==> config.mk <==
export PLATFORM = sky130hd
export DESIGN_NAME = pc_counter_flat
export DESIGN_NICKNAME = d
export VERILOG_FILES = /design/src/rtl/pc_counter_pkg.sv /design/src/rtl/pc_counter_if.sv /design/src/rtl/pc_counter_gates.sv /design/src/rtl/pc_counter_inc_chain.sv /design/src/rtl/pc_counter.sv /design/src/flat_wrapper.sv
export SDC_FILE = /design/constraint.sdc
export NUM_CORES = 1
export LEC_CHECK = 0
export ABC_CLOCK_PERIOD_IN_PS = 11300
export CELL_PAD_IN_SITES_DETAIL_PLACEMENT = 0
export CELL_PAD_IN_SITES_GLOBAL_PLACEMENT = 1
export CORE_UTILIZATION = 38
export DETAILED_ROUTE_END_ITERATION = 6
export GPL_ROUTABILITY_DRIVEN = 0
export PLACE_DENSITY = 0.95
export SETUP_SLACK_MARGIN = 0.02
export SLEW_MARGIN = 10
export SYNTH_ARGS = -nofsm -noshare
export SYNTH_HDL_FRONTEND = slang
export SYNTH_SLANG_ARGS = --single-unit
==> constraint.sdc <==
create_clock -name clk -period 11.3 [get_ports clk]
set_input_delay 2.825 -clock clk [delete_from_list [all_inputs] [get_ports clk]]
set_output_delay 2.825 -clock clk [all_outputs]
set_load 0.05 [all_outputs]
==> src/rtl/pc_counter_pkg.sv <==
// Shared definitions for the Hack CPU program counter: default width,
// reset value and the control-priority select encoding used by the
// next-state mux.
package pc_counter_pkg;

  localparam int PC_WIDTH       = 16;
  localparam int PC_RESET_VALUE = 0;

  // Next-state source, in priority order.
  typedef enum logic [1:0] {
    SEL_CLEAR = 2'd0,
    SEL_LOAD  = 2'd1,
    SEL_INC   = 2'd2,
    SEL_HOLD  = 2'd3
  } sel_t;

  // First match wins: clear, then load, then inc, else hold.
  function automatic sel_t pick_sel(input logic clear, input logic load,
                                    input logic inc);
    if (clear)     return SEL_CLEAR;
    else if (load) return SEL_LOAD;
    else if (inc)  return SEL_INC;
    else           return SEL_HOLD;
  endfunction

endpackage

==> src/rtl/pc_counter_if.sv <==
// Control/data bundle between the CPU control path and the program counter.
// master drives the controls and jump target, slave returns the PC and wrap.
interface pc_counter_if #(
  parameter int WIDTH = 16
);

  logic             clear;
  logic             load;
  logic             inc;
  logic [WIDTH-1:0] in;
  logic [WIDTH-1:0] out;
  logic             wrap;

  modport master (
    output clear, load, inc, in,
    input  out, wrap
  );

  modport slave (
    input  clear, load, inc, in,
    output out, wrap
  );

endinterface

==> src/rtl/pc_counter_gates.sv <==
// Two-input primitive gates from the gate layer used by the incrementer.

module and_gate (
  input  logic a,
  input  logic b,
  output logic y
);
  assign y = a & b;
endmodule

module xor_gate (
  input  logic a,
  input  logic b,
  output logic y
);
  assign y = a ^ b;
endmodule

==> src/rtl/pc_counter_inc_chain.sv <==
// inc_chain: WIDTH-bit ripple incrementer built from half adders.
// Carry-in is tied to 1, so out = in + 1 mod 2^WIDTH and carry_out is set
// only when in is all-ones. Kept standalone so the ALU increment path can
// reuse it.
module inc_chain #(
  parameter int WIDTH = 16
) (
  input  logic [WIDTH-1:0] in,
  output logic [WIDTH-1:0] out,
  output logic             carry_out
);

  logic [WIDTH:0] carry;

  assign carry[0] = 1'b1;

  // One half adder per bit: sum from xor_gate, carry from and_gate.
  for (genvar i = 0; i < WIDTH; i++) begin : g_ha
    xor_gate u_sum (
      .a (in[i]),
      .b (carry[i]),
      .y (out[i])
    );
    and_gate u_carry (
      .a (in[i]),
      .b (carry[i]),
      .y (carry[i+1])
    );
  end

  assign carry_out = carry[WIDTH];

endmodule

==> src/rtl/pc_counter.sv <==
// pc_counter: Hack CPU program counter. Each rising edge it clears, loads a
// jump target, increments or holds (in that priority). out and wrap come
// straight from registers, so there is no combinational input-to-output path.
//
// Build option PC_COUNTER_STICKY_WRAP_EN: when defined, wrap latches on the
// first overflow and stays set until clear or rst_n; load leaves it alone.
// When undefined, wrap is a one-cycle pulse following an overflowing inc.
module pc_counter
  import pc_counter_pkg::*;
#(
  parameter int               WIDTH       = PC_WIDTH,
  parameter logic [WIDTH-1:0] RESET_VALUE = WIDTH'(PC_RESET_VALUE)
) (
  input  logic          clk,
  input  logic          rst_n,
  pc_counter_if.slave   bus
);

  logic [WIDTH-1:0] pc;
  logic [WIDTH-1:0] pc_plus_one;
  logic             carry;
  logic             wrap_q;
  sel_t             sel;

  inc_chain #(
    .WIDTH (WIDTH)
  ) u_inc (
    .in        (pc),
    .out       (pc_plus_one),
    .carry_out (carry)
  );

  assign sel = pick_sel(bus.clear, bus.load, bus.inc);

  // State register: PC value plus the overflow flag.
  always_ff @(posedge clk or negedge rst_n) begin
    if (!rst_n) begin
      pc     <= RESET_VALUE;
      wrap_q <= 1'b0;
    end else begin
      unique case (sel)
        SEL_CLEAR: begin
          pc     <= RESET_VALUE;
          wrap_q <= 1'b0;
        end
        SEL_LOAD: begin
          pc     <= bus.in;
`ifdef PC_COUNTER_STICKY_WRAP_EN
          wrap_q <= wrap_q;
`else
          wrap_q <= 1'b0;
`endif
        end
        SEL_INC: begin
          pc     <= pc_plus_one;
`ifdef PC_COUNTER_STICKY_WRAP_EN
          wrap_q <= wrap_q | carry;
`else
          wrap_q <= carry;
`endif
        end
        SEL_HOLD: begin
          pc     <= pc;
`ifdef PC_COUNTER_STICKY_WRAP_EN
          wrap_q <= wrap_q;
`else
          wrap_q <= 1'b0;
`endif
        end
        default: begin
          pc     <= pc;
          wrap_q <= wrap_q;
        end
      endcase
    end
  end

  assign bus.out  = pc;
  assign bus.wrap = wrap_q;

endmodule

==> src/flat_wrapper.sv <==
// flat-port wrapper written by rule: the top's interface ports become plain ports
module pc_counter_flat import pc_counter_pkg::*;
#(
  parameter int               WIDTH       = PC_WIDTH,
  parameter logic [WIDTH-1:0] RESET_VALUE = WIDTH'(PC_RESET_VALUE)
)
  (clk, rst_n, bus_clear, bus_load, bus_inc, bus_in, bus_out, bus_wrap);
  pc_counter_if #(.WIDTH(WIDTH)) bus_i ();
  input  logic clk;
  input  logic rst_n;
  input wire logic [$bits(bus_i.clear)-1:0] bus_clear;
  input wire logic [$bits(bus_i.load)-1:0] bus_load;
  input wire logic [$bits(bus_i.inc)-1:0] bus_inc;
  input wire logic [$bits(bus_i.in)-1:0] bus_in;
  output wire logic [$bits(bus_i.out)-1:0] bus_out;
  output wire logic [$bits(bus_i.wrap)-1:0] bus_wrap;
  assign bus_i.clear = bus_clear;
  assign bus_i.load = bus_load;
  assign bus_i.inc = bus_inc;
  assign bus_i.in = bus_in;
  assign bus_out = bus_i.out;
  assign bus_wrap = bus_i.wrap;
  pc_counter #(.WIDTH(WIDTH), .RESET_VALUE(RESET_VALUE)) u_core (.clk(clk), .rst_n(rst_n), .bus(bus_i));
endmodule
==> run summary, run 1 <==
Global-route wire length before repair = 3730 um
Vias = 794
# resized after CTS = 0
Layout Skew = 9.03 ps
Initial antenna violation count = 0
CTS hold repair buffers = 0
Routed wire length = 2210 um
Fmax = 230 MHz
Count of buffer and inverter cells on the critical path = 1
Largest family of logic cells by synthesized area = adder cells
DRT iter0 DRCs = 23
Total GRT Usage = 14.4%
R2r setup slk = 7400 ps
Syn_nets = 140
Max clock buf depth = 2
Vias per cell = 5.16
Antenna fix cells = 0
Critical-path top delay cell = clkdlybuf4s50_1
VDD IR-drop max = 0.0426 mV
Starting density of the core = 41.6%
Finish-stage setup viols = 0
Final Cycle Share = 38.4%
Synthesized area per cell = 11.4 um2
Critical path arrival = 1520 ps
Clk root buf = clkbuf_4
Worst-Margin Slew = 959 ps
Syn Std Cell Area = 1190 um2
Critical path, cell by cell = clkdlybuf4s50_1
Post-Synth XOR/XNOR Area = 0.738%
Cts bufs inserted = 3
Leakage = 0.000683 uW
Crit start category = register
Top-level I/O count = 38
Crit path max-delay family = buffers and inverters
Largest net degree at the start of global routing = 19
Worst-Skew Late Latency = 280 ps
Worst-path maximum fanout = 3
Routed Antenna Nets = 0
Setup bufs post-CTS = 0
DR WL/cell = 14.3 um
Worst rel slew slack = 35.9%
Die height = 57.9 um
Max-cap violations = 0
Vias in the first global route = 840
Fin. max-slew vios = 0
Post-synthesis compound-gate area fraction = 11.0%
Critical setup path kind = reg -> out
Post-DP HPWL = 1650 um
TritonCTS clock tree = yes
Std-Cell Rows = 19
DR pass1 iterations = 5
Adder-Cell Fraction of Synth Area = 15.8%
Status = complete, but fails checks
Post-Synth Simple-Gate Area = 9.48%
Required @ worst endpoint = 8480 ps
Total Neg Setup Slack = 0 ps
P&R area growth vs syn = 22.6%
Failing checks = design-rule violations
Chip Width = 57.9 um
Grt total ovfl = 0
H-tree depth = 1
Endpoint class of the critical path = primary output
Final min period = 4340 ps
Distinct cells, synth = 14
Final hold violation count = 0
PortBufs = 37
Mapped Cells = 104
RSZ-0062 raised after global routing = no
Hold Crit Class = reg -> reg
Die footprint = 3350 um2
# DRC = 1
Power Density = 102 nW/um2
Hold slack = 658 ps
Layout cells sized above 1 = 6.50%
Post-synthesis mux area share = 12.6%
Seq/Total Area, Yosys = 35.8%
CP peak stage delay = 830 ps
YS warnings = 0
Sink Count = 17
Clk slew on worst S/H paths = 110 ps
Nets = 160
Number of synthesized register bits = 17
CORE AREA = 2850 um2
stage by stage:
stage	setup WS (ps)	std cells	area, um2	utilization (%)	power (uW)
6_report	6960	154	1460	51.0	149
2_1_floorplan	7650	104	1190	-	105
5_1_grt	6900	154	1460	51.0	157
4_1_cts	6950	154	1460	51.0	150
3_5_place_dp	6770	150	1430	50.0	118
3_3_place_gp	6830	150	1430	50.0	117
final cells by class:
| class | count | area, um2 |
|---|---|---|
| fill | 270 | 1400 |
| tap | 31 | 38.8 |
| timing repair buffer | 37 | 370 |
| clock buffer | 3 | 22.5 |
| sequential | 17 | 425 |
| clock inverter | 1 | 5.00 |
| multi-input combinational | 64 | 589 |
| inverter | 1 | 3.75 |
placed cells by master, fill, tap and decap left out:
cell type,count
xnor2_1,1
clkinv_2,1
ha_1,15
and4bb_2,1
mux2i_1,15
inv_2,1
nor2b_1,16
a211oi_2,2
dfrtp_1,17
clkdlybuf4s50_1,37
clkbuf_4,3
a211oi_1,14
power breakdown:
group,internal [uW],total (uW),switching [uW]
Sequential,65.0,68.5,3.58
Clock,13.1,32.1,19.0
Combinational,20.7,48.2,27.5
Yosys cell counts:
cell type  number  area [um2]
clkbuf_1        2        7.51
a211oi_1       14         105
xnor2_1         1        8.76
ha_1           15         188
buf_2           2        10.0
and4bb_2        1        12.5
buf_12          1        20.0
nor2b_1        16         100
mux2i_1        15         150
inv_2           1        3.75
buf_6           1        11.3
buf_4          16         120
dfrtp_1        17         425
a211oi_2        2        25.0
registers in the layout, indices dropped and copies added (netlist names):
register and flops:
u_core.bus.out 16, u_core.bus.wrap 1
routing by layer:
layer	up-vias	routed length, um	GRT usage (%)
met5	-	0	0
met4	0	19	4.08
met3	2	61	2.01
met2	16	1150	26.6
met1	380	977	17.3
li1	396	-	-
cells by family (layout without fill, tap and decap cells):
group	count (synthesis)	after routing
muxes	15	15
adders and majority gates	15	15
DFF	17	17
and+or+nand+nor	17	17
AOI/OAI and AO/OA	16	16
buffers and inverters	23	42
xor gates and xnor gates	1	1
worst paths after layout:
check / startpoint / cells after the start / end
max: u_core.bus.out[0]$_DFFE_PN0P_ / 1 / bus_out[0]
min: u_core.bus.out[11]$_DFFE_PN0P_ / 2 / u_core.bus.out[11]$_DFFE_PN0P_
max reg2reg: u_core.bus.out[0]$_DFFE_PN0P_ / 17 / u_core.bus.out[15]$_DFFE_PN0P_
min reg2reg: u_core.bus.out[11]$_DFFE_PN0P_ / 2 / u_core.bus.out[11]$_DFFE_PN0P_
max in group asynchronous: rst_n / 1 / u_core.bus.out[7]$_DFFE_PN0P_
min in group asynchronous: rst_n / 1 / u_core.bus.out[4]$_DFFE_PN0P_
No activity file was read; power rests on OpenSTA's default activity.
==> run 2: changes to the inputs <==
--- a/config.mk
+++ b/config.mk
@@ -5,13 +5,13 @@
 export SDC_FILE = /design/constraint.sdc
 export NUM_CORES = 1
 export LEC_CHECK = 0
-export ABC_CLOCK_PERIOD_IN_PS = 11300
+export ABC_CLOCK_PERIOD_IN_PS = 4500
 export CELL_PAD_IN_SITES_DETAIL_PLACEMENT = 0
 export CELL_PAD_IN_SITES_GLOBAL_PLACEMENT = 1
-export CORE_UTILIZATION = 38
+export CORE_UTILIZATION = 35
 export DETAILED_ROUTE_END_ITERATION = 6
 export GPL_ROUTABILITY_DRIVEN = 0
-export PLACE_DENSITY = 0.95
+export PLACE_DENSITY = 0.9
 export SETUP_SLACK_MARGIN = 0.02
 export SLEW_MARGIN = 10
 export SYNTH_ARGS = -nofsm -noshare
==> constraint.sdc (replaced) <==
create_clock -name clk -period 4.5 [get_ports clk]
set_input_delay 1.125 -clock clk [delete_from_list [all_inputs] [get_ports clk]]
set_output_delay 1.125 -clock clk [all_outputs]
set_load 0.05 [all_outputs]
==> run 2 against run 1 <==
  * First-iteration DRC count is 35% lower
  * Clock-buffer cell count did not move
  * Power rose to 2.5 times the previous value
  * Hold slack got worse by 14 ps
  * The flow now finishes without violations
  * Non-clock buffer count unchanged
  * Setup slack got worse by 6400 ps
  * Largest cell class unchanged
==> run summary, run 2 (synthesis gave the netlist of run 1 again) <==
Setup bufs post-CTS = 0
Worst-path maximum fanout = 3
Required @ worst endpoint = 4700 ps
Largest net degree at the start of global routing = 19
TritonCTS clock tree = yes
Initial antenna violation count = 0
DR pass1 iterations = 4
Final Cycle Share = 87.7%
Grt total ovfl = 0
Die footprint = 3630 um2
Commonest non-fill, non-tap cell in the layout = clkdlybuf4s50_1
Routed wire length = 2340 um
Status = finished, final reports clean
Critical setup path kind = reg -> reg
Final hold violation count = 0
Starting density of the core = 38.0%
DRT iter0 DRCs = 15
Worst rel slew slack = 33.8%
# DRC = 0
Total GRT Usage = 14.1%
Fin util = 47.0%
CORE AREA = 3130 um2
Crit start category = register
Clk root buf = clkbuf_4
DR WL/cell = 14.0 um
Cts bufs inserted = 3
H-tree depth = 1
Chip Width = 60.2 um
Worst-Skew Late Latency = 290 ps
Antenna fix cells = 0
Hold Crit Class = reg -> reg
Total Neg Setup Slack = 0 ps
VDD IR-drop max = 0.0912 mV
Endpoint class of the critical path = register
Global-route wire length before repair = 3770 um
Finish-stage setup viols = 0
Top-level I/O count = 38
Layout cells sized above 1 = 6.50%
Routed Antenna Nets = 0
Fin. max-slew vios = 0
Power Density = 257 nW/um2
Std-Cell Rows = 20
Clk slew on worst S/H paths = 110 ps
P&R area growth vs syn = 23.9%
Vias = 814
Vias in the first global route = 832
Die height = 60.2 um
Max-cap violations = 0
PortBufs = 37
Nets = 160
Max reg flops = 16
Most frequent cells in the layout = clkdlybuf4s50_1 (37), dfrtp_1 (17), nor2b_1 (16)
Vias per cell = 4.87
Leakage = 0.000683 uW
# resized after CTS = 0
Critical path arrival = 4150 ps
Post-DP HPWL = 1670 um
Final min period = 3950 ps
CTS hold repair buffers = 0
Worst-Margin Slew = 989 ps
Sink Count = 17
Max clock buf depth = 2
Final Power = 378 uW
Fmax = 253 MHz
Layout Skew = 4.40 ps
RSZ-0062 raised after global routing = no
==> run 2: area by class of cell <==
type	count	area, um2
Fill cell	288	1660
Sequential cell	17	425
Inverter	1	3.75
Timing Repair Buffer	37	370
Clock inverter	1	5.00
Multi-Input combinational cell	64	589
Clock buffer	3	22.5
Tap cell	44	55.1
==> run 2: final timing paths <==
| check | start | endpoint | slack, ps | depth (start not counted) |
|---|---|---|---|---|
| min in group asynchronous | rst_n | u_core.bus.out[6]$_DFFE_PN0P_ | 1280 | 1 |
| worst min register to register | u_core.bus.out[7]$_DFFE_PN0P_ | u_core.bus.out[7]$_DFFE_PN0P_ | 640 | 2 |
| max in group asynchronous | rst_n | u_core.bus.out[8]$_DFFE_PN0P_ | 2720 | 1 |
| worst max-delay path | u_core.bus.out[0]$_DFFE_PN0P_ | u_core.bus.out[15]$_DFFE_PN0P_ | 550 | 17 |
| worst min-delay path | u_core.bus.out[7]$_DFFE_PN0P_ | u_core.bus.out[7]$_DFFE_PN0P_ | 640 | 2 |
| worst max register to register | u_core.bus.out[0]$_DFFE_PN0P_ | u_core.bus.out[15]$_DFFE_PN0P_ | 550 | 17 |
==> run 2: metrics by stage <==
step,setup slack [ps],hold slack (ps),cells,area [um2]
detailed placement,552,634,163,1440
finish,554,645,167,1470
global placement,665,629,163,1440
global route,368,673,167,1470
CTS,530,657,167,1470
floorplan,852,600,104,1190
==> run 2: critical path, stage by stage, from the launching register on <==
cell and delay [ps]:
dfrtp_1 430, ha_1 210, ha_1 200, ha_1 200, ha_1 200, ha_1 200, ha_1 190, ha_1 190
ha_1 190, ha_1 200, ha_1 210, ha_1 210, ha_1 200, ha_1 190, ha_1 190, ha_1 280
mux2i_1 80, a211oi_1 270
==> run 2: power by group <==
group | switching, uW | internal, uW
sequential | 9.44 | 163
combinational | 69.3 | 51.9
clock | 51.2 | 33.1
total | 130 | 248
==> run 2: per-layer routing <==
metal / routed length, um / global-route usage, % / vias to the layer above
met5: 0 / 0 / -
met4: 43 / 7.97 / 0
met3: 67 / 0.649 / 4
met2: 1210 / 24.2 / 17
met1: 1020 / 17.4 / 402
li1: - / - / 391
==> run 3: changes to the inputs <==
--- a/config.mk
+++ b/config.mk
@@ -8,7 +8,9 @@
 export ABC_CLOCK_PERIOD_IN_PS = 4500
 export CELL_PAD_IN_SITES_DETAIL_PLACEMENT = 0
 export CELL_PAD_IN_SITES_GLOBAL_PLACEMENT = 1
+export CORE_MARGIN = 2
 export CORE_UTILIZATION = 35
+export CTS_CLUSTER_DIAMETER = 200
 export DETAILED_ROUTE_END_ITERATION = 6
 export GPL_ROUTABILITY_DRIVEN = 0
 export PLACE_DENSITY = 0.9
==> run 3 against run 2 <==
  * Sequential power hardly changed
  * Combinational power hardly changed
  * Clock power hardly changed
  * Utilization is 2.2 points lower
  * Clock skew is 3.4 ps lower
==> run summary, run 3 (synthesis gave the netlist of run 1 again) <==
Worst-Margin Slew = 962 ps
RSZ-0062 raised after global routing = no
# DRC = 0
Antenna fix cells = 0
Total GRT Usage = 13.2%
CP most frequent cell = ha_1
Final hold violation count = 0
Crit start category = register
Critical path, cell by cell = ha_1, ha_1, ha_1, ha_1, ha_1, ha_1, ha_1, ha_1, ha_1, ha_1, ha_1, ha_1, ha_1, ha_1, ha_1, mux2i_1, a211oi_1
Fin util = 44.8%
Pint = 250 uW
Die height = 62.2 um
Worst setup path endpoint = u_core.bus.out[15]$_DFFE_PN0P_
Max reg flops = 16
Required @ worst endpoint = 4700 ps
Design Area, Final = 1470 um2
Max-cap violations = 0
Clock share of power = 22.2%
Critical Path Start = u_core.bus.out[0]$_DFFE_PN0P_
Commonest non-fill, non-tap cell in the layout = clkdlybuf4s50_1
Dpl cells = 165
Sequential share of power = 45.7%
Finish-stage setup viols = 0
Leakage = 0.000680 uW
Cts bufs inserted = 3
Setup bufs post-CTS = 0
DR WL/cell = 14.2 um
Top-level I/O count = 38
Routed Antenna Nets = 0
DR pass1 iterations = 2
CTS hold repair buffers = 0
DP Area = 1450 um2
Non-filler cells, final = 169
Status = finished, final reports clean
Crit path max-delay family = adder cells
Std-Cell Rows = 21
Comb pwr share = 32.1%
Endpoint class of the critical path = register
Largest net degree at the start of global routing = 19
Worst Slack Setup Final = 633 ps
VDD IR-drop max = 0.156 mV
Sw frac = 34.0%
Count of buffer and inverter cells on the critical path = 0
Layout cells sized above 1 = 5.69%
Final min period = 3870 ps
Clk root buf = clkbuf_4
Final Cycle Share = 85.9%
Sink Count = 17
DRT iter0 DRCs = 22
P&R area growth vs syn = 24.0%
CP peak stage delay = 420 ps
Worst-Skew Late Latency = 290 ps
Clk slew on worst S/H paths = 100 ps
Power Density = 257 nW/um2
Global-route wire length before repair = 4060 um
Critical setup path kind = reg -> reg
Max clock buf depth = 2
Nets = 160
Critical path arrival = 4070 ps
Worst-path maximum fanout = 3
PortBufs = 37
Grt total ovfl = 0
Hold Crit Class = reg -> reg
Fmax = 259 MHz
CORE AREA = 3280 um2
Initial antenna violation count = 0
Worst r2r src = u_core.bus.out[0]$_DFFE_PN0P_
Worst rel slew slack = 35.6%
Fin. max-slew vios = 0
TritonCTS clock tree = yes
R2r setup slk = 630 ps
Worst path depth = 17
Net switching power = 128 uW
Die footprint = 3870 um2
Vias per cell = 4.97
Starting density of the core = 36.2%
Total Neg Setup Slack = 0 ps
Layout Skew = 1.03 ps
Routed wire length = 2400 um
Vias = 840
Most frequent cells in the layout = clkdlybuf4s50_1 (37), dfrtp_1 (17), nor2b_1 (16)
Worst R2R Path Depth = 17
Chip Width = 62.2 um
# resized after CTS = 0
Vias in the first global route = 808
H-tree depth = 1
Worst reg2reg path endpoint = u_core.bus.out[15]$_DFFE_PN0P_
Dpl ws = 656 ps
Critical-path top delay cell = dfrtp_1
run 3: cell types whose count changed in the layout (fill, tap and decap cells not counted), sizes merged:
cell    change
clkinv      -1
clkbuf      +1
run 3: area by class of cell:
class,count,area [um2]
Multi-Input combinational cell,64,589
Clock buffer,4,26.3
Sequential cell,17,425
Inverter,1,3.75
Tap cell,46,57.6
Fill cell,329,1810
Timing Repair Buffer,37,370
run 3: how the worst min path moves through the flow:
stage	start	slack [ps]	cells after the start	endpoint
after floorplan	u_core.bus.out[0]$_DFFE_PN0P_	600	2	u_core.bus.out[0]$_DFFE_PN0P_
after global placement	u_core.bus.out[0]$_DFFE_PN0P_	610	2	u_core.bus.out[0]$_DFFE_PN0P_
after detailed placement	u_core.bus.out[0]$_DFFE_PN0P_	640	2	u_core.bus.out[0]$_DFFE_PN0P_
after CTS	u_core.bus.out[7]$_DFFE_PN0P_	660	2	u_core.bus.out[7]$_DFFE_PN0P_
after global routing	u_core.bus.out[8]$_DFFE_PN0P_	690	2	u_core.bus.out[8]$_DFFE_PN0P_
final	u_core.bus.out[0]$_DFFE_PN0P_	660	2	u_core.bus.out[0]$_DFFE_PN0P_
run 3: metrics by stage:
step,power [uW],hold WS [ps]
after global routing,399,686
after CTS,382,664
final,378,658
after detailed placement,297,643
after floorplan,265,600
after global placement,295,612
run 3: power groups by stage:
stage,logic [uW],clock network [uW],registers [uW]
6_report,121,84.0,173
5_1_grt,130,93.9,174
4_1_cts,123,86.2,173
3_5_place_dp,122,0,176
3_3_place_gp,120,0,175
2_1_floorplan,92.2,0,173
run 3: worst min-delay path, delay by kind of cell, from the launching register on:
family	cells	cell delay (ps)
AOI/OAI and AO/OA	1	70
xor gates and xnor gates	1	160
DFF	1	400
run 3: per-layer routing:
layer  global-route usage [%]  part of all wire, %  up-vias
li1                         -                    -      395
met1                     18.6                   49      413
met2                     19.4                   43       32
met3                     5.98                  7.0        0
met4                    0.833                    0        0
met5                        0                    0        -
